**src/rtl/uart_pkg.sv**
```systemverilog
// Shared UART definitions: receive FSM states, oversampling ratios and bit-centre
// positions, plus the 3-sample majority vote used for bit recovery.
package uart_pkg;

    localparam int OSR_13 = 13;
    localparam int OSR_16 = 16;
    localparam int CTR_13 = 6;
    localparam int CTR_16 = 8;

    typedef enum logic [1:0] {
        ST_IDLE,
        ST_START,
        ST_DATA,
        ST_STOP
    } rx_state_e;

    function automatic logic maj3(input logic a, input logic b, input logic c);
        return (a & b) | (a & c) | (b & c);
    endfunction

endpackage

```
**src/rtl/uart_receiver_if.sv**
```systemverilog
// Byte-level output channel of the UART receiver: valid/ready handshake with
// the received byte and its error flags.
interface uart_receiver_if #(
    parameter int DATA_BITS = 8
);
    logic [DATA_BITS-1:0] rx_data;
    logic                 rx_valid;
    logic                 rx_ready;
    logic                 framing_err;
    logic                 overrun_err;

    modport master (
        output rx_data, rx_valid, framing_err, overrun_err,
        input  rx_ready
    );

    modport slave (
        input  rx_data, rx_valid, framing_err, overrun_err,
        output rx_ready
    );
endinterface

```
**src/rtl/uart_rx_sync.sv**
```systemverilog
// Input conditioning for the receiver: rxd metastability synchroniser (idles high)
// and rising-edge detector turning the oversample square wave into a one-cycle tick.
module uart_rx_sync #(
    parameter int SYNC_STAGES = 2
) (
    input  logic m_clk,
    input  logic reset,
    input  logic rxd,
    input  logic rx_clk,
    output logic rxd_s,
    output logic tick
);
    logic [SYNC_STAGES-1:0] sync_q;
    logic                   rx_clk_q;

    always_ff @(posedge m_clk or negedge reset) begin
        if (!reset) begin
            sync_q   <= '1;
            rx_clk_q <= 1'b0;
        end else begin
            sync_q   <= {sync_q[SYNC_STAGES-2:0], rxd};
            rx_clk_q <= rx_clk;
        end
    end

    assign rxd_s = sync_q[SYNC_STAGES-1];
    // rx_clk is generated by the baud generator in this same clock domain
    assign tick  = rx_clk & ~rx_clk_q;

endmodule

```
**src/rtl/uart_receiver.sv**
```systemverilog
// 8N1 UART receive path: oversampled start detection, 3-sample majority voting per
// bit, and a valid/ready byte output with framing and sticky overrun flags.
module uart_receiver
    import uart_pkg::*;
#(
    parameter int DATA_BITS   = 8,
    parameter int SYNC_STAGES = 2
) (
    input  logic            m_clk,
    input  logic            reset,
    input  logic            osm_sel,
    input  logic            rx_clk,
    input  logic            rxd,
    output logic            busy,
    uart_receiver_if.master rx
);
    localparam int BIT_W = (DATA_BITS > 1) ? $clog2(DATA_BITS) : 1;
    localparam logic [BIT_W-1:0] LAST_BIT = BIT_W'(DATA_BITS - 1);

    logic rxd_s;
    logic tick;

    uart_rx_sync #(.SYNC_STAGES(SYNC_STAGES)) u_sync (
        .m_clk  (m_clk),
        .reset  (reset),
        .rxd    (rxd),
        .rx_clk (rx_clk),
        .rxd_s  (rxd_s),
        .tick   (tick)
    );

    rx_state_e            state_q,   state_d;
    logic [3:0]           os_cnt_q,  os_cnt_d;
    logic [BIT_W-1:0]     bit_cnt_q, bit_cnt_d;
    logic [DATA_BITS-1:0] shift_q,   shift_d;
    logic [1:0]           samp_q,    samp_d;
    logic                 osr16_q,   osr16_d;
    logic [DATA_BITS-1:0] data_q,    data_d;
    logic                 valid_q,   valid_d;
    logic                 ferr_q,    ferr_d;
    logic                 ovr_q,     ovr_d;

    logic       done;
    logic       done_ferr;
    logic       vote;
    logic       accept;
    logic [3:0] ctr;
    logic [3:0] ctr_m1;
    logic [3:0] ctr_p1;
    logic [3:0] n_last;

    always_comb begin
        ctr    = osr16_q ? 4'(CTR_16) : 4'(CTR_13);
        n_last = osr16_q ? 4'(OSR_16 - 1) : 4'(OSR_13 - 1);
        ctr_m1 = ctr - 4'd1;
        ctr_p1 = ctr + 4'd1;
        // third sample is the live line value on the C+1 tick
        vote   = maj3(samp_q[0], samp_q[1], rxd_s);
    end

    always_comb begin
        state_d   = state_q;
        os_cnt_d  = os_cnt_q;
        bit_cnt_d = bit_cnt_q;
        shift_d   = shift_q;
        samp_d    = samp_q;
        osr16_d   = osr16_q;
        done      = 1'b0;
        done_ferr = 1'b0;

        if (tick) begin
            if (state_q != ST_IDLE) begin
                os_cnt_d = os_cnt_q + 4'd1;
                if (os_cnt_q == ctr_m1) samp_d[0] = rxd_s;
                if (os_cnt_q == ctr)    samp_d[1] = rxd_s;
            end

            unique case (state_q)
                ST_IDLE: begin
                    if (!rxd_s) begin
                        state_d  = ST_START;
                        os_cnt_d = 4'd0;
                        osr16_d  = osm_sel;
                    end
                end
                ST_START: begin
                    if (os_cnt_q == ctr_p1 && vote) begin
                        state_d  = ST_IDLE;
                        os_cnt_d = 4'd0;
                    end else if (os_cnt_q == n_last) begin
                        state_d   = ST_DATA;
                        os_cnt_d  = 4'd0;
                        bit_cnt_d = '0;
                    end
                end
                ST_DATA: begin
                    if (os_cnt_q == ctr_p1) shift_d = {vote, shift_q[DATA_BITS-1:1]};
                    if (os_cnt_q == n_last) begin
                        os_cnt_d = 4'd0;
                        if (bit_cnt_q == LAST_BIT) state_d = ST_STOP;
                        else                       bit_cnt_d = bit_cnt_q + 1'b1;
                    end
                end
                ST_STOP: begin
                    // leave at the stop-bit centre so a back-to-back start edge is not missed
                    if (os_cnt_q == ctr_p1) begin
                        done      = 1'b1;
                        done_ferr = ~vote;
                        state_d   = ST_IDLE;
                        os_cnt_d  = 4'd0;
                    end
                end
                default: state_d = ST_IDLE;
            endcase
        end
    end

    assign accept = valid_q & rx.rx_ready;

    always_comb begin
        data_d  = data_q;
        valid_d = valid_q;
        ferr_d  = ferr_q;
        ovr_d   = ovr_q;
        if (done && (!valid_q || accept)) begin
            data_d  = shift_q;
            ferr_d  = done_ferr;
            valid_d = 1'b1;
        end else if (done) begin
            ovr_d = 1'b1;
        end else if (accept) begin
            valid_d = 1'b0;
        end
    end

    always_ff @(posedge m_clk or negedge reset) begin
        if (!reset) begin
            state_q   <= ST_IDLE;
            os_cnt_q  <= 4'd0;
            bit_cnt_q <= '0;
            shift_q   <= '0;
            samp_q    <= 2'b11;
            osr16_q   <= 1'b0;
            data_q    <= '0;
            valid_q   <= 1'b0;
            ferr_q    <= 1'b0;
            ovr_q     <= 1'b0;
        end else begin
            state_q   <= state_d;
            os_cnt_q  <= os_cnt_d;
            bit_cnt_q <= bit_cnt_d;
            shift_q   <= shift_d;
            samp_q    <= samp_d;
            osr16_q   <= osr16_d;
            data_q    <= data_d;
            valid_q   <= valid_d;
            ferr_q    <= ferr_d;
            ovr_q     <= ovr_d;
        end
    end

    assign busy           = (state_q != ST_IDLE);
    assign rx.rx_data     = data_q;
    assign rx.rx_valid    = valid_q;
    assign rx.framing_err = ferr_q;
    assign rx.overrun_err = ovr_q;

endmodule

```
**src/flat_wrapper.sv**
```systemverilog
// flat-port wrapper written by rule: the top's interface ports become plain ports
module uart_receiver_flat import uart_pkg::*;
#(
    parameter int DATA_BITS   = 8,
    parameter int SYNC_STAGES = 2
)
  (m_clk, reset, osm_sel, rx_clk, rxd, busy, rx_rx_data, rx_rx_valid, rx_framing_err, rx_overrun_err, rx_rx_ready);
  uart_receiver_if #(.DATA_BITS(DATA_BITS)) rx_i ();
  input  logic m_clk;
  input  logic reset;
  input  logic osm_sel;
  input  logic rx_clk;
  input  logic rxd;
  output logic busy;
  output wire logic [$bits(rx_i.rx_data)-1:0] rx_rx_data;
  output wire logic [$bits(rx_i.rx_valid)-1:0] rx_rx_valid;
  output wire logic [$bits(rx_i.framing_err)-1:0] rx_framing_err;
  output wire logic [$bits(rx_i.overrun_err)-1:0] rx_overrun_err;
  input wire logic [$bits(rx_i.rx_ready)-1:0] rx_rx_ready;
  assign rx_rx_data = rx_i.rx_data;
  assign rx_rx_valid = rx_i.rx_valid;
  assign rx_framing_err = rx_i.framing_err;
  assign rx_overrun_err = rx_i.overrun_err;
  assign rx_i.rx_ready = rx_rx_ready;
  uart_receiver #(.DATA_BITS(DATA_BITS), .SYNC_STAGES(SYNC_STAGES)) u_core (.m_clk(m_clk), .reset(reset), .osm_sel(osm_sel), .rx_clk(rx_clk), .rxd(rxd), .busy(busy), .rx(rx_i));
endmodule
```
**config.mk**
```make
export PLATFORM = sky130hd
export DESIGN_NAME = uart_receiver_flat
export DESIGN_NICKNAME = d
export VERILOG_FILES = /design/src/rtl/uart_pkg.sv /design/src/rtl/uart_receiver_if.sv /design/src/rtl/uart_rx_sync.sv /design/src/rtl/uart_receiver.sv /design/src/flat_wrapper.sv
export SDC_FILE = /design/constraint.sdc
export NUM_CORES = 1
export LEC_CHECK = 0
export ABC_CLOCK_PERIOD_IN_PS = 1900
export CAP_MARGIN = 20
export CORE_MARGIN = 3
export CORE_UTILIZATION = 45
export CTS_BUF_LIST = sky130_fd_sc_hd__clkbuf_8 sky130_fd_sc_hd__clkbuf_16
export CTS_CLUSTER_DIAMETER = 100
export CTS_CLUSTER_SIZE = 40
export DETAILED_ROUTE_END_ITERATION = 6
export PLACE_DENSITY = 0.69
export REMOVE_ABC_BUFFERS = 1
export SLEW_MARGIN = 10
export SYNTH_ARGS = -nofsm -noshare
export SYNTH_HDL_FRONTEND = slang
export SYNTH_SLANG_ARGS = --single-unit
export TNS_END_PERCENT = 100
```
**constraint.sdc**
```tcl
create_clock -name m_clk -period 1.9 [get_ports m_clk]
set_input_delay 0.285 -clock m_clk [delete_from_list [all_inputs] [get_ports m_clk]]
set_output_delay 0.285 -clock m_clk [all_outputs]
set_load 0.05 [all_outputs]
```
==> metrics.md <==
| Metric | Value |
|---|---|
| Outcome | finished clean |
| Die Height | ~66 um |
| Met3 Resource Use GR | 0.0459 |
| Static leakage | 1.00 nW |
| Combinational Power Share | 0.418 |
| Vias in the first global route | around 1100 |
| CTS tree | yes |
| Top_reg_cell synth | dfrtp_1 |
| Internal Power | 1.76 mW |
| Max Cap Violations | 0 |
| Pwr Total | ~2.7 mW |
| Async set-reset flop share out of synthesis | 1.00 |
| IO buf count | 17 |
| Synthesized area per cell | 12.3 um2 |
| # rows | 21 |
| GRT met2 Usage | 0.237 |
| Largest net degree at the start of global routing | 35 |
| Post-synth EDFFs | 0 |
| Residual DRC | 0 |
| F_max | ~0.54 GHz |
| Fin util | 0.619 |
| H-Tree Level Count | 2 |
| Register area share after synthesis | 0.530 |
| Synth Cell Area | between 0.0015 and 0.002 mm2 |
| Critical Path RT | 2.08 ns |
| Core footprint | about 0.0034 mm2 |
| CP startpoint kind | register |
| Met1 Use GR | 0.208 |
| Die Width | approximately 66 um |
| Cts bufs inserted | 5 |
| Clock Latency Late Sink | 0.29 ns |
| Switch share | 0.353 |
| WP buf/inv | 1 |
| Final WS setup | 0.0593 ns |
| Top Family by Delay on Critical Path | simple AND/OR/NAND/NOR gates |
| Count leader, synth | dfrtp_1 |
| Initial antenna violation count | 0 |
| Net count reported at finish | 186 |
| Area Overhead vs Synth | 29.9% |
| Yosys top cell by area | dfrtp_1 |
| DP Worst Slack | -0.0554 ns |
| Antenna cells | 0 |
| I/O Pins | 18 |
| Gpl congestion | 0.770 |
| Synth Register Bits | 34 |
| Crit path DAT | 2.02 ns |
| Worst Max-Slew Pin Slew | 0.498 ns |
| Busiest grt layer | met2 |
| Total track usage | 0.157 |
| Unique masters post-synth | 32 |
| Critical path class | register to register |
| CP endpoint kind | register |
| Total gr overflow | 0 |
| Most frequent cells after synthesis | dfrtp_1 (30), mux2_2 (13), nand2_1 (12) |
| Post-synth top area share | 0.465 |
| Cell Pwr Density | 1300 mW/mm2 |
| Cell breakdown of the critical path | and4bb_2 > o21ai_2 > or3_1 > buf_6 > mux2_4 |
| Routed via count | about 1100 |
| Post-DRT Antenna Nets | 0 |
| Largest cells by area after synthesis | dfrtp_1 (47%), mux2_2 (9.1%), dfstp_2 (6.5%) |
| Drt first pass iters | 4 |
| DP HPWL | 2.19 mm |
| Setup-failing EPs final | 0 |
| Clock transition at the registers of the reported paths | 0.07 ns |
| Crit share post-route | 0.969 |
| Synthesis Warnings | 0 |
| VDD IR max | roughly 0.59 mV |
| Global-route wire length before repair | between 5 and 6 mm |
| CTS Sinks | 34 |
| Clock Power Share | 0.206 |
| Final Critical Period | 1.84 ns |
| Slew Viols, Final | 0 |
| NetSw | approximately 960 uW |
| Part of the power in registers | 0.376 |
| Highest net fanout along the worst path | 9 |
| Die Area | 0.00434 mm2 |
| DR vias/cell | about 5 |
| Hold Violations, Final | 0 |
| RSZ-0062 raised after global routing | false |
| Clk_skew | 0.00850 ns |
| Initial cell density of the core | 0.476 |
| Root Driver | clkbuf_8 |
| Bufs on Longest Clock Path | 2 |
| DR WL/cell | 14.1 um |
| Share of cells above drive strength 1 | 0.356 |
| Routed WL | 3.10 mm |
| Slowest CP cell | dfrtp_1 |
| Hold Crit Class | register to register |
| Synth Instances | roughly 130 |
| Drt initial violations | 19 |
| Max stage delay on crit path | 0.44 ns |
| Rel. slew slack | 0.667 |
## cell type report
| class | count | area, um2 |
|---|---|---|
| inverter | 8 | 30.0 |
| sequential | 34 | 857 |
| fill | 260 | 1290 |
| timing repair buffer | 38 | 342 |
| clock inverter | 2 | 12.5 |
| tap | 46 | 57.6 |
| clock buffer | 6 | 82.6 |
| multi-input combinational | 86 | 716 |
## what timing repair did
action / CTS / global route
setup endpoints to repair: 0 / 18
gates resized for setup: 0 / 4
setup buffers: 0 / 6
hold buffers: 0 / 0
## worst reg2reg max path, delay by kind of cell, from the launching register on
family	cells	cell delay, ns
AND/OR/NAND/NOR	2	0.75
AO/OA/AOI/OAI	1	0.07
buffers and inverters	1	0.17
multiplexers	1	0.30
flip-flops	1	0.44
## worst paths after layout
path,from,to,slack [ns],depth (start not counted)
max reg2reg,u_core.osr16_q,u_core.shift_q[4],0.06,5
max in group asynchronous,reset,u_core.samp_q[0],1.17,2
min,u_core.u_sync.sync_q[0],u_core.u_sync.sync_q[1],0.36,0
max,u_core.osr16_q,u_core.shift_q[4],0.06,5
min reg2reg,u_core.u_sync.sync_q[0],u_core.u_sync.sync_q[1],0.36,0
min in group asynchronous,reset,u_core.osr16_q,0.40,2
## routing by layer
layer / wire, um / vias to the layer above
li1: - / 544
met4: 55 / 0
met3: 90 / 6
met5: 0 / -
met2: 1450 / 17
met1: 1500 / 561
## stage by stage
step | hold slack [ns] | instances | instance area, um2 | TNS [ns]
floorplan | -0.0106 | 128 | 1590 | -0.491
global placement | 0.353 | 206 | 1940 | 0
finish | 0.363 | 220 | 2100 | 0
detailed placement | 0.355 | 206 | 1940 | -0.346
CTS | 0.363 | 214 | 2040 | 0
global route | 0.365 | 220 | 2100 | 0
## cell families (layout without fill, tap and decap cells)
logic type / Yosys count / count (layout) / share of synthesized area
buffers and inverters: 11 / 54 / 0.0333
adders and majority gates: 8 / 8 / 0.0605
muxes: 23 / 23 / 0.174
and+or+nand+nor: 35 / 35 / 0.111
xor gates and xnor gates: 1 / 1 / 0.00543
AOI/OAI and AO/OA: 19 / 19 / 0.0853
DFF: 34 / 34 / 0.530
## flip-flops by register name, summed over array words and instances (netlist names), named ones only
signal	flops
u_core.bit_cnt_q	3
u_core.os_cnt_q	4
u_core.osr16_q	1
u_core.rx.framing_err	1
u_core.rx.overrun_err	1
u_core.rx.rx_data	8
u_core.rx.rx_valid	1
u_core.samp_q	2
u_core.shift_q	8
u_core.state_q	1
u_core.u_sync.rx_clk_q	1
u_core.u_sync.sync_q	2
## cells in the final DEF, fill, tap and decap left out, types with 2 or more instances in the layout
| cell | count |
|---|---|
| and4bb_2 | 2 |
| nand2b_1 | 2 |
| clkbuf_8 | 6 |
| inv_1 | 8 |
| o2111ai_1 | 2 |
| nand2_1 | 12 |
| a21oi_1 | 6 |
| nor2b_1 | 2 |
| o31ai_1 | 3 |
| ha_1 | 7 |
| mux2_4 | 7 |
| mux2_2 | 13 |
| nor2_1 | 5 |
| nor3_1 | 5 |
| clkdlybuf4s50_1 | 16 |
| dfstp_2 | 4 |
| buf_4 | 20 |
| o21ai_0 | 3 |
| mux2i_1 | 3 |
| nand3_1 | 4 |
| dfrtp_1 | 29 |
## power by group through the flow
stage          Combinational (mW)  Sequential (mW)  Clock [mW]
6_report                     1.14             1.02       0.560
3_5_place_dp                0.967             1.04           0
5_1_grt                      1.24             1.04       0.599
4_1_cts                     0.973             1.03       0.576
3_3_place_gp                0.930             1.02           0
2_1_floorplan               0.562             1.07           0
Note: power is estimated with default switching activity, not from simulation.
==> variant: new RTL, config.mk and constraints unchanged <==
`DATA_BITS` is set to 8 in 3 places; all go to 16.
--- a/src/rtl/uart_receiver_if.sv
+++ b/src/rtl/uart_receiver_if.sv
@@ -2,5 +2,5 @@
 // the received byte and its error flags.
 interface uart_receiver_if #(
-    parameter int DATA_BITS = 8
+    parameter int DATA_BITS = 16
 );
     logic [DATA_BITS-1:0] rx_data;
--- a/src/rtl/uart_receiver.sv
+++ b/src/rtl/uart_receiver.sv
@@ -4,5 +4,5 @@
     import uart_pkg::*;
 #(
-    parameter int DATA_BITS   = 8,
+    parameter int DATA_BITS   = 16,
     parameter int SYNC_STAGES = 2
 ) (
--- a/src/flat_wrapper.sv
+++ b/src/flat_wrapper.sv
@@ -2,5 +2,5 @@
 module uart_receiver_flat import uart_pkg::*;
 #(
-    parameter int DATA_BITS   = 8,
+    parameter int DATA_BITS   = 16,
     parameter int SYNC_STAGES = 2
 )
Ports: changed (resized rx_rx_data); port bits go from 18 to 26. No check against the original RTL was run, so the function may have changed too.
==> variant against the original RTL <==
  * Final area grew 44%
  * Worst setup slack lost 0.055 ns
  * Sequential cell count grew 17
  * First-iteration DRC count grew 53%
  * Power shrank 14%
  * Sequential power grew 21%
  * Area after synthesis grew 45%
  * Routed wire length grew 39%
  * Global-route usage shrank 0.25 points
  * Highest routed layer unchanged
==> variant: results (changes against the original RTL) <==
| Metric | Value |
|---|---|
| FF+latch area | 0.00128 sq mm (+49%) |
| Worst vdd ir | 402 uV (-32%) |
| Placed cell area | 0.00278 sq mm (+43%) |
| WP data arrival | 2.08 ns (+0.06 ns) |
| Status | completed |
| Flops & latches, synth | 51 (+50%) |
| P_sw | 0.639 mW (-33%) |
| Mapped Avg Cell Area | 13.3 sq um (+7.8%) |
| Top delay family on crit path | compound AO/OA/AOI/OAI gates |
| GR Util met1 | 20.3% (-0.50 points) |
| Seq/total area | 42.5% (+1.7 points) |
| Min Hold Slack | 0.367 ns (+0.00401 ns) |
| Finished Layout Cells | 293 (+33%) |
| M2 GR Usage | 24.9% (+1.3 points) |
| Rel. slew slack | 66.7% (about the same) |
| Synth area leaders | dfrtp_1 (50%), mux2_2 (12%), mux2_4 (6.4%) |
| Routed WL per cell | 14.7 microns (+4.1%) |
| Sequential element share of the synthesized area | 54.8% (+1.8 points) |
| Final nets | 237 (+27%) |
| Pre-CTS worst setup slack | -0.245 ns (-0.189 ns) |
| P_leak | 1.41 nW (+41%) |
| M1 WL | 1950 microns (+30%) |
| Clk_lat worst skew | 0.31 ns (+0.02 ns) |
| Via density | 5.25 (+2.3%) |
| Hold buffer count at CTS | 1 (+1) |
| Routability Congestion | 0.832 (+8.0%) |
| Slowest cell on the critical path | a2111oi_4 |
| FF-to-FF End | u_core.bit_cnt_q[0]$_DFFE_PN0P_ |
| Crit path largest cell delay | 0.47 ns (+0.03 ns) |
| # resized after CTS | 6 (+6) |
| Critical path peak fanout | 5 (-4) |
| GR Util met3 | 3.44% (-1.2 points) |
| Cell area after synthesis | 0.00234 sq mm (+45%) |
| Logic inverters | 5 (-3) |
[variant: cell types whose count changed after synthesis, moves of 3 or more]
cell and delta:
inv_1 -3, a22o_1 +4, mux2_4 +3, nor2_1 +4
mux2_2 +12, dfrtp_1 +17
[variant: worst register-to-register path: cells and delay by family, from the launching register on]
kind	cells	cell delay, ns
AND/OR/NAND/NOR	2	0.32
adder cells (fa/ha/maj)	1	0.25
flip-flops	1	0.37
AO/OA/AOI/OAI	1	0.47
buffers and inverters	1	0.06
multiplexers	1	0.31
[variant: cell families (layout without fill, tap and decap cells)]
family	after synthesis	after routing	share of synthesized area, %
muxes	37	37	19.4
buffers and inverters	10	60	2.89
and+or+nand+nor	45	45	10.3
AOI/OAI and AO/OA	25	25	8.67
adders and majority gates	7	7	3.64
DFF	51	51	54.8
xor gates and xnor gates	1	1	0.375
